[config.mk]
export PLATFORM = sky130hd
export DESIGN_NAME = jtkicker_dwnld_router
export DESIGN_NICKNAME = d
export VERILOG_FILES = /design/src/rtl/jtkicker_dwnld_pkg.sv /design/src/rtl/jtkicker_dwnld_rgn.sv /design/src/rtl/jtkicker_dwnld_router.sv
export SDC_FILE = /design/constraint.sdc
export NUM_CORES = 1
export LEC_CHECK = 0
export BUFFER_PORTS_ARGS = -buffer_cell sky130_fd_sc_hd__buf_2
export CAP_MARGIN = 0
export CORE_MARGIN = 2
export CORE_UTILIZATION = 30
export CTS_BUF_LIST = sky130_fd_sc_hd__clkbuf_4 sky130_fd_sc_hd__clkbuf_8
export CTS_CLUSTER_DIAMETER = 100
export DETAILED_ROUTE_END_ITERATION = 6
export GPL_ROUTABILITY_DRIVEN = 0
export PLACE_DENSITY = 0.48
export SETUP_SLACK_MARGIN = 0.02
export SYNTH_ARGS = -nofsm -noshare
export SYNTH_HDL_FRONTEND = slang
export SYNTH_SLANG_ARGS = --single-unit
[constraint.sdc]
create_clock -name clk -period 2 [get_ports clk]
set_input_delay 0.2 -clock clk [delete_from_list [all_inputs] [get_ports clk]]
set_output_delay 0.2 -clock clk [all_outputs]
set_load 0.1 [all_outputs]
[src/rtl/jtkicker_dwnld_pkg.sv]
// Shared types and helpers for the kicker-family ROM download router.
package jtkicker_dwnld_pkg;

   typedef enum logic [1:0] {
      IDLE    = 2'd0,
      SD_WR   = 2'd1,
      PROM_WR = 2'd2
   } state_t;

   // One downloaded byte with its ioctl byte address
   typedef struct packed {
      logic [24:0] addr;
      logic [7:0]  data;
   } byte_rec_t;

   function automatic logic [7:0] nibswap(input logic [7:0] d);
      return {d[3:0], d[7:4]};
   endfunction

endpackage

[src/rtl/jtkicker_dwnld_rgn.sv]
// NSWAP-way address-region comparator. Regions are [lo, hi) on the low 22 address
// bits; the hit output is an OR, so overlapping regions still yield a single swap.
module jtkicker_dwnld_rgn
   import jtkicker_dwnld_pkg::*;
#(
   parameter int unsigned             NSWAP   = 2,
   parameter logic [NSWAP*22-1:0]     SWAP_LO = (NSWAP*22)'(22'h4000),
   parameter logic [NSWAP*22-1:0]     SWAP_HI = (NSWAP*22)'(22'h8000)
)(
   input  logic [21:0] addr,
   output logic        hit
);

   // OR of all region hits
   always_comb begin
      hit = 1'b0;
      for (int unsigned i = 0; i < NSWAP; i++) begin
         if (addr >= SWAP_LO[i*22 +: 22] && addr < SWAP_HI[i*22 +: 22]) hit = 1'b1;
      end
   end

endmodule

[src/rtl/jtkicker_dwnld_router.sv]
// ROM download router: ioctl byte stream -> SDRAM loader / PROM write strobes.
// Bytes are nibble-swapped at acceptance, so the one-deep pending buffer already
// holds transformed data. Optional running checksum enabled by JTKICKER_CKSUM_EN.
module jtkicker_dwnld_router
   import jtkicker_dwnld_pkg::*;
#(
   parameter int unsigned         NSWAP      = 2,
   parameter logic [NSWAP*22-1:0] SWAP_LO    = (NSWAP*22)'(22'h4000),
   parameter logic [NSWAP*22-1:0] SWAP_HI    = (NSWAP*22)'(22'h8000),
   parameter logic [24:0]         PROM_START = 25'h1_0000,
   parameter int unsigned         PROMW      = 11,
   parameter bit                  SWAB       = 1'b1
)(
   input  logic             clk,
   input  logic             rst,
   input  logic             downloading,
   input  logic [24:0]      ioctl_addr,
   input  logic [7:0]       ioctl_dout,
   input  logic             ioctl_wr,
   input  logic             sdram_ack,
   output logic [21:0]      prog_addr,
   output logic [15:0]      prog_data,
   output logic [1:0]       prog_mask,
   output logic             prog_we,
   output logic             prom_we,
   output logic [PROMW-1:0] prom_addr,
   output logic             dwnld_busy,
   output logic             ovf
`ifdef JTKICKER_CKSUM_EN
   ,
   output logic [15:0]      checksum
`endif
);

   state_t    state;
   byte_rec_t pend;
   logic      pend_valid;
   logic      dl_q;
   logic      swap_hit;
   logic      dl_rise;
   logic      take;
   logic      drop;
   logic      upper;
   byte_rec_t in_rec;
   byte_rec_t cur;

   jtkicker_dwnld_rgn #(
      .NSWAP   (NSWAP),
      .SWAP_LO (SWAP_LO),
      .SWAP_HI (SWAP_HI)
   ) u_rgn (
      .addr (ioctl_addr[21:0]),
      .hit  (swap_hit)
   );

   // Incoming byte transform, launch selection and acceptance decisions
   always_comb begin
      in_rec.addr = ioctl_addr;
      in_rec.data = swap_hit ? nibswap(ioctl_dout) : ioctl_dout;
      // a waiting byte is older than the one arriving now, so it goes first
      cur         = pend_valid ? pend : in_rec;
      take        = (state == IDLE) && (ioctl_wr || pend_valid);
      drop        = ioctl_wr && (state != IDLE) && pend_valid;
      dl_rise     = downloading && !dl_q;
      // SWAB=1 places even bytes on the upper lane
      upper       = cur.addr[0] ^ SWAB;
   end

   assign dwnld_busy = downloading | (state != IDLE) | pend_valid;

   // Write FSM with registered SDRAM/PROM outputs
   always_ff @(posedge clk) begin
      if (rst) begin
         state     <= IDLE;
         prog_we   <= 1'b0;
         prom_we   <= 1'b0;
         prog_addr <= '0;
         prog_data <= '0;
         prog_mask <= '0;
         prom_addr <= '0;
      end else begin
         unique case (state)
            IDLE: begin
               if (take) begin
                  prog_addr <= cur.addr[22:1];
                  prog_data <= {cur.data, cur.data};
                  prog_mask <= upper ? 2'b01 : 2'b10;
                  prom_addr <= PROMW'(cur.addr - PROM_START);
                  if (cur.addr >= PROM_START) begin
                     state   <= PROM_WR;
                     prom_we <= 1'b1;
                  end else begin
                     state   <= SD_WR;
                     prog_we <= 1'b1;
                  end
               end
            end
            SD_WR: begin
               if (sdram_ack) begin
                  prog_we <= 1'b0;
                  state   <= IDLE;
               end
            end
            PROM_WR: begin
               prom_we <= 1'b0;
               state   <= IDLE;
            end
            default: begin
               state   <= IDLE;
               prog_we <= 1'b0;
               prom_we <= 1'b0;
            end
         endcase
      end
   end

   // One-deep pending buffer, sticky overflow and download-rise tracking
   always_ff @(posedge clk) begin
      if (rst) begin
         pend_valid <= 1'b0;
         pend       <= '0;
         ovf        <= 1'b0;
         dl_q       <= 1'b0;
      end else begin
         dl_q <= downloading;
         if (state == IDLE) begin
            // pending drains this edge; a simultaneous new byte takes its place
            if (pend_valid) begin
               pend_valid <= ioctl_wr;
               if (ioctl_wr) pend <= in_rec;
            end
         end else if (ioctl_wr && !pend_valid) begin
            pend_valid <= 1'b1;
            pend       <= in_rec;
         end
         // a drop on the rising edge itself still counts as an overflow
         if (drop) ovf <= 1'b1;
         else if (dl_rise) ovf <= 1'b0;
      end
   end

`ifdef JTKICKER_CKSUM_EN
   logic accept;
   assign accept = ioctl_wr && !drop;

   // Running sum of every accepted (transformed) byte
   always_ff @(posedge clk) begin
      if (rst) begin
         checksum <= '0;
      end else begin
         checksum <= (dl_rise ? 16'd0 : checksum) + (accept ? {8'd0, in_rec.data} : 16'd0);
      end
   end
`endif

endmodule

Word-level counts from Yosys, hierarchy flattened
Index checks and enable logic that the tools add are counted.
Widths: inputs -> output; s select.

operators by class
  equality and inequality tests = 8
  bitwise logic cells = 4
  reduce and logical (&&, ||, !) cells = 19
  multiplexer cells = 25
  magnitude comparators = 5
  add/sub/neg operators = 1

operators with widths
  cell                   count
  $mux 33                5
  $ge 25x17->1 const B   1
  $ge 22x1->1 const B    1
  $ge 22x15->1 const B   1
  $lt 22x1->1 const B    1
  $lt 22x16->1 const B   1
  $mux 1                 12
  $sub 11x1->11 const B  1
  $ne 2x2->1 const B     5
  $mux 2                 4
  $mux 8                 1
  $logic_and 1x1->1      7
  $reduce_and 3->1       2
  $reduce_bool 2->1      3
  $pmux 2 s2             1
  $reduce_and 2->1       2
  $reduce_and 4->1       1
  $pmux 1 s3             1
  $eq 2x1->1 const B     1
  $eq 2x2->1 const B     1
  $logic_not 1->1        2
  $logic_not 2->1        1
  $ne 2x1->1 const B     1
  $not 1->1              2
  3 further kinds        4

word-level totals
  bits in registers = 91
  logic and storage cells = 74
  output and inout port bits = 55
  input port bits = 38

Logic depth before layout (Yosys ltp)
  word-level depth = 10
  gate-level depth with buffers = 7
  gate-level depth less buffers = 5

By module
Synthesis repeated with hierarchy kept, for this count alone.

second synthesis, totals
  cells, all modules = 371
  area, all modules = 3174.3 um2

by module, submodules not included
  module                 seq. area each (um2)  area each (um2)  cells each  instances
  jtkicker_dwnld_router  1441.4                3154.3           368         1
  jtkicker_dwnld_rgn     0.0                   20.0             3           1

Worst setup path after synthesis
OpenSTA, ideal clock, no wires.

  kind = reg2out
  from = register pend_valid
  to = output port dwnld_busy
  path slack = 0.198 ns
  cell stages (with the launch flop) = 4
  data arrival time = 1.602 ns
  required time = 1.800 ns
  path buffers = 2
  cells stage by stage = dfxtp_1 > buf_2 > buf_1 > or3_1

on the way
  longest elaborated chain between the ends = 1

ends and longest elaborated chain
  what                      line                          source
  start: declaration        jtkicker_dwnld_router.sv:37   logic pend_valid;
  start signal: assignment  jtkicker_dwnld_router.sv:129  pend_valid <= ioctl_wr;
  $or 1x1->1                jtkicker_dwnld_router.sv:69   assign dwnld_busy = downloading | (state != IDLE) | pend_valid;
  end: declaration          jtkicker_dwnld_router.sv:27   output logic dwnld_busy,

No other way between the ends.

Final worst setup path
  from = register state[1]
  to = output port dwnld_busy

on the way
  longest elaborated chain between the ends = 3

ends and longest elaborated chain
  what                      line                         source
  start: declaration        jtkicker_dwnld_router.sv:35  state_t state;
  start signal: assignment  jtkicker_dwnld_router.sv:74  state <= IDLE;
  start signal: assignment  jtkicker_dwnld_router.sv:90  state <= PROM_WR;
  start signal: assignment  jtkicker_dwnld_router.sv:93  state <= SD_WR;
  $reduce_bool 2->1         jtkicker_dwnld_router.sv:69
  $or 1x1->1 (2 in a row)   jtkicker_dwnld_router.sv:69

No other way between the ends.

==> out/results.ini <==
[setup_path]
worstPathCellList=or2_2 > or3_1 > buf_2
startpoint_type=register
rr_startpoint=state[1]
cpLargestDelayFamily=simple AND/OR/NAND/NOR gates
crit_type=reg2out
worst-endpoint-required_ns=1.80
crit_start=state[1]
crit_arrival_ns=1.67
r2r_cells=6
path_max_fanout=5
worstSetupPathDepth=3
worst-r2r-setup-slack_ns=0.38
cpPeakStageDelay_ns=0.37
path_buf_inv=1
r2r-end=pend[16]
cp_slowest_cell=or2_2
crit_path_end_kind=primary output
critPathCapture=dwnld_busy

[timing]
max_freq_mhz=534
finalCritPeriodShare_pct=93.6
final-setup-viol-count=0
tightestPinTransition_ns=0.774
drv_slew=0
rsz0062_at_grt=no
hold_viol=0
skew_ns=0.00836
relSlewSlack_pct=48.4
tns_ns=0
layout_min_cycle_time_ns=1.87

[power_and_ir_drop]
powerDensity_mw_per_mm2=1100
ir_drop_mv=0.431
power.leakage_nw=1.62

[detailed_routing]
post_drt_wl_per_cell_um=12.8
routed_wl_um=7470
first_pass_iters=4
vias_per_cell=4.56
via_count=2670
drt_iter0_markers=68
ant_nets=0
remaining_drc_errors=0

[synthesis]
avgSynthCellArea_um2=8.39
ys_seq_area_share_pct=45.6
synth_nets=415
synth_top_area_share_pct=45.6
synth_ff_type=dfxtp_1
synthesis.area_mm2=0.00316
ys_ff_latch=72
yosysMostFrequentCell=dfxtp_1
synth.area.top_cells=dfxtp_1 (46%), nand2_1 (7.4%), a21oi_1 (7.3%)
yosysWarnings=0
synth_edf_count=0
synthDistinctLibCells=34
synth_area_leader_cell=dfxtp_1
synth_cells=377
synth_async_sr_flop_share_pct=0
synthTopCellsByCount=dfxtp_1 (72), nand2_1 (62), a21oi_1 (46), nor2_1 (46)

[layout]
syn2layout_area_growth_pct=22.6
num-fill-cells=1118
drive_gt1_share_pct=30.3
fin_nets=482
diodes=0
postLayoutCoreUtil_pct=37.7
design_area_mm2=0.00387

[die]
initial_core_util_pct=30.8
dieWidth_um=107
core_mm2=0.0103
fp.dieH_um=107
num_rows=37
die_area_mm2=0.0114
ios=93

[global_routing]
grtUsageTotal_pct=13.4
grt_pass1_wl_um=12000
grt_max_degree=33
first_global_vias=2444
antenna_found_initial=0
grt_overflow=0

[clock_network]
numCtsBuffers=9
clk_path_buf_depth=2
path_clk_slew_ns=0.07
htree_num_levels=3
cts_setup_buffers=0
cts_hold_buffers=0
cts_tree=built
clockRootBuffer=clkbuf_8
clk_latency_ns=0.35
cts_repair_resize_count=0
cts.sinks=72

[placed_design]
io_buffers=92
dp_hpwl_um=5280
place_area_mm2=0.00364

[run_status]
outcome=completed

[hold_path]
hold_depth=3
min_path_type=in2reg

[flow_run]
cap_violations=0

report_power, final:
part	switching, mW	internal, mW
Clock	0.552	0.839
Sequential	0.0628	1.54
Combinational	1.02	0.241
Total	1.63	2.62
worst min-delay path: cells and delay by family:
family / cells / cell delay [ns]
simple gates: 1 / 0.04
buf+inv: 2 / 0.16
worst min path at each step:
stage / startpoint / endpoint / slack, ns
floorplan: downloading / dl_q / 0.33
global placement: pend[8] / pend[8] / 0.44
detailed placement: pend[8] / pend[8] / 0.45
CTS: downloading / dl_q / 0.08
global route: downloading / dl_q / 0.09
finish: downloading / dl_q / 0.1
per-layer routing:
layer,global-route usage [%],routed length [µm]
met1,17.9,3690
met4,5.01,97
met5,0,0
met2,20.8,3300
met3,3.40,383
stage by stage:
| step | total power, mW | worst slack [ns] | cells | hold WS (ns) |
|---|---|---|---|---|
| after global routing | 4.45 | 0.0441 | 585 | 0.0917 |
| final | 4.26 | 0.128 | 585 | 0.0961 |
| after floorplan | 2.72 | 0.198 | 377 | 0.329 |
| after detailed placement | 2.91 | 0.366 | 569 | 0.448 |
| after global placement | 2.90 | 0.395 | 569 | 0.442 |
| after CTS | 4.31 | 0.113 | 585 | 0.0833 |
sequential cells by signal, summed over array words and instances (netlist names):
name and flops:
dl_q 1, ovf 1, pend 33, pend_valid 1
prog_addr 22, prog_data 8, prog_mask 1, prog_we 1
prom_addr 1, prom_we 1, state 2
area by class of cell:
cell class | instances | area [µm²] | share of cell area, %
Timing Repair Buffer | 102 | 561 | 14.5
Multi-Input combinational cell | 250 | 1430 | 36.9
Tap cell | 136 | 170 | 4.39
Clock buffer | 10 | 131 | 3.39
Clock inverter | 6 | 108 | 2.78
Inverter | 9 | 33.8 | 0.872
Sequential cell | 72 | 1440 | 37.2
cells by family after synthesis:
logic type                after synthesis  share of synthesized area, %
DFF                                    72                          45.6
and+or+nand+nor                       132                          18.4
buffers and inverters                  55                          9.46
muxes                                  31                          10.1
AOI/OAI and AO/OA                      86                          16.1
xor gates and xnor gates                1                         0.277
layout by cell type, fill, tap and decap left out, types with 3 or more instances in the layout:
cell,n
buf_2,92
dfxtp_1,71
nand2_1,62
a21oi_1,46
nor2_1,45
mux2i_1,23
a211oi_1,23
inv_1,9
clkbuf_8,9
mux2_2,8
o21ai_1,8
buf_4,8
nor3_1,7
nand3_1,4
o21ai_0,3
bufinv_16,3
No activity file was read; power rests on OpenSTA's default activity.
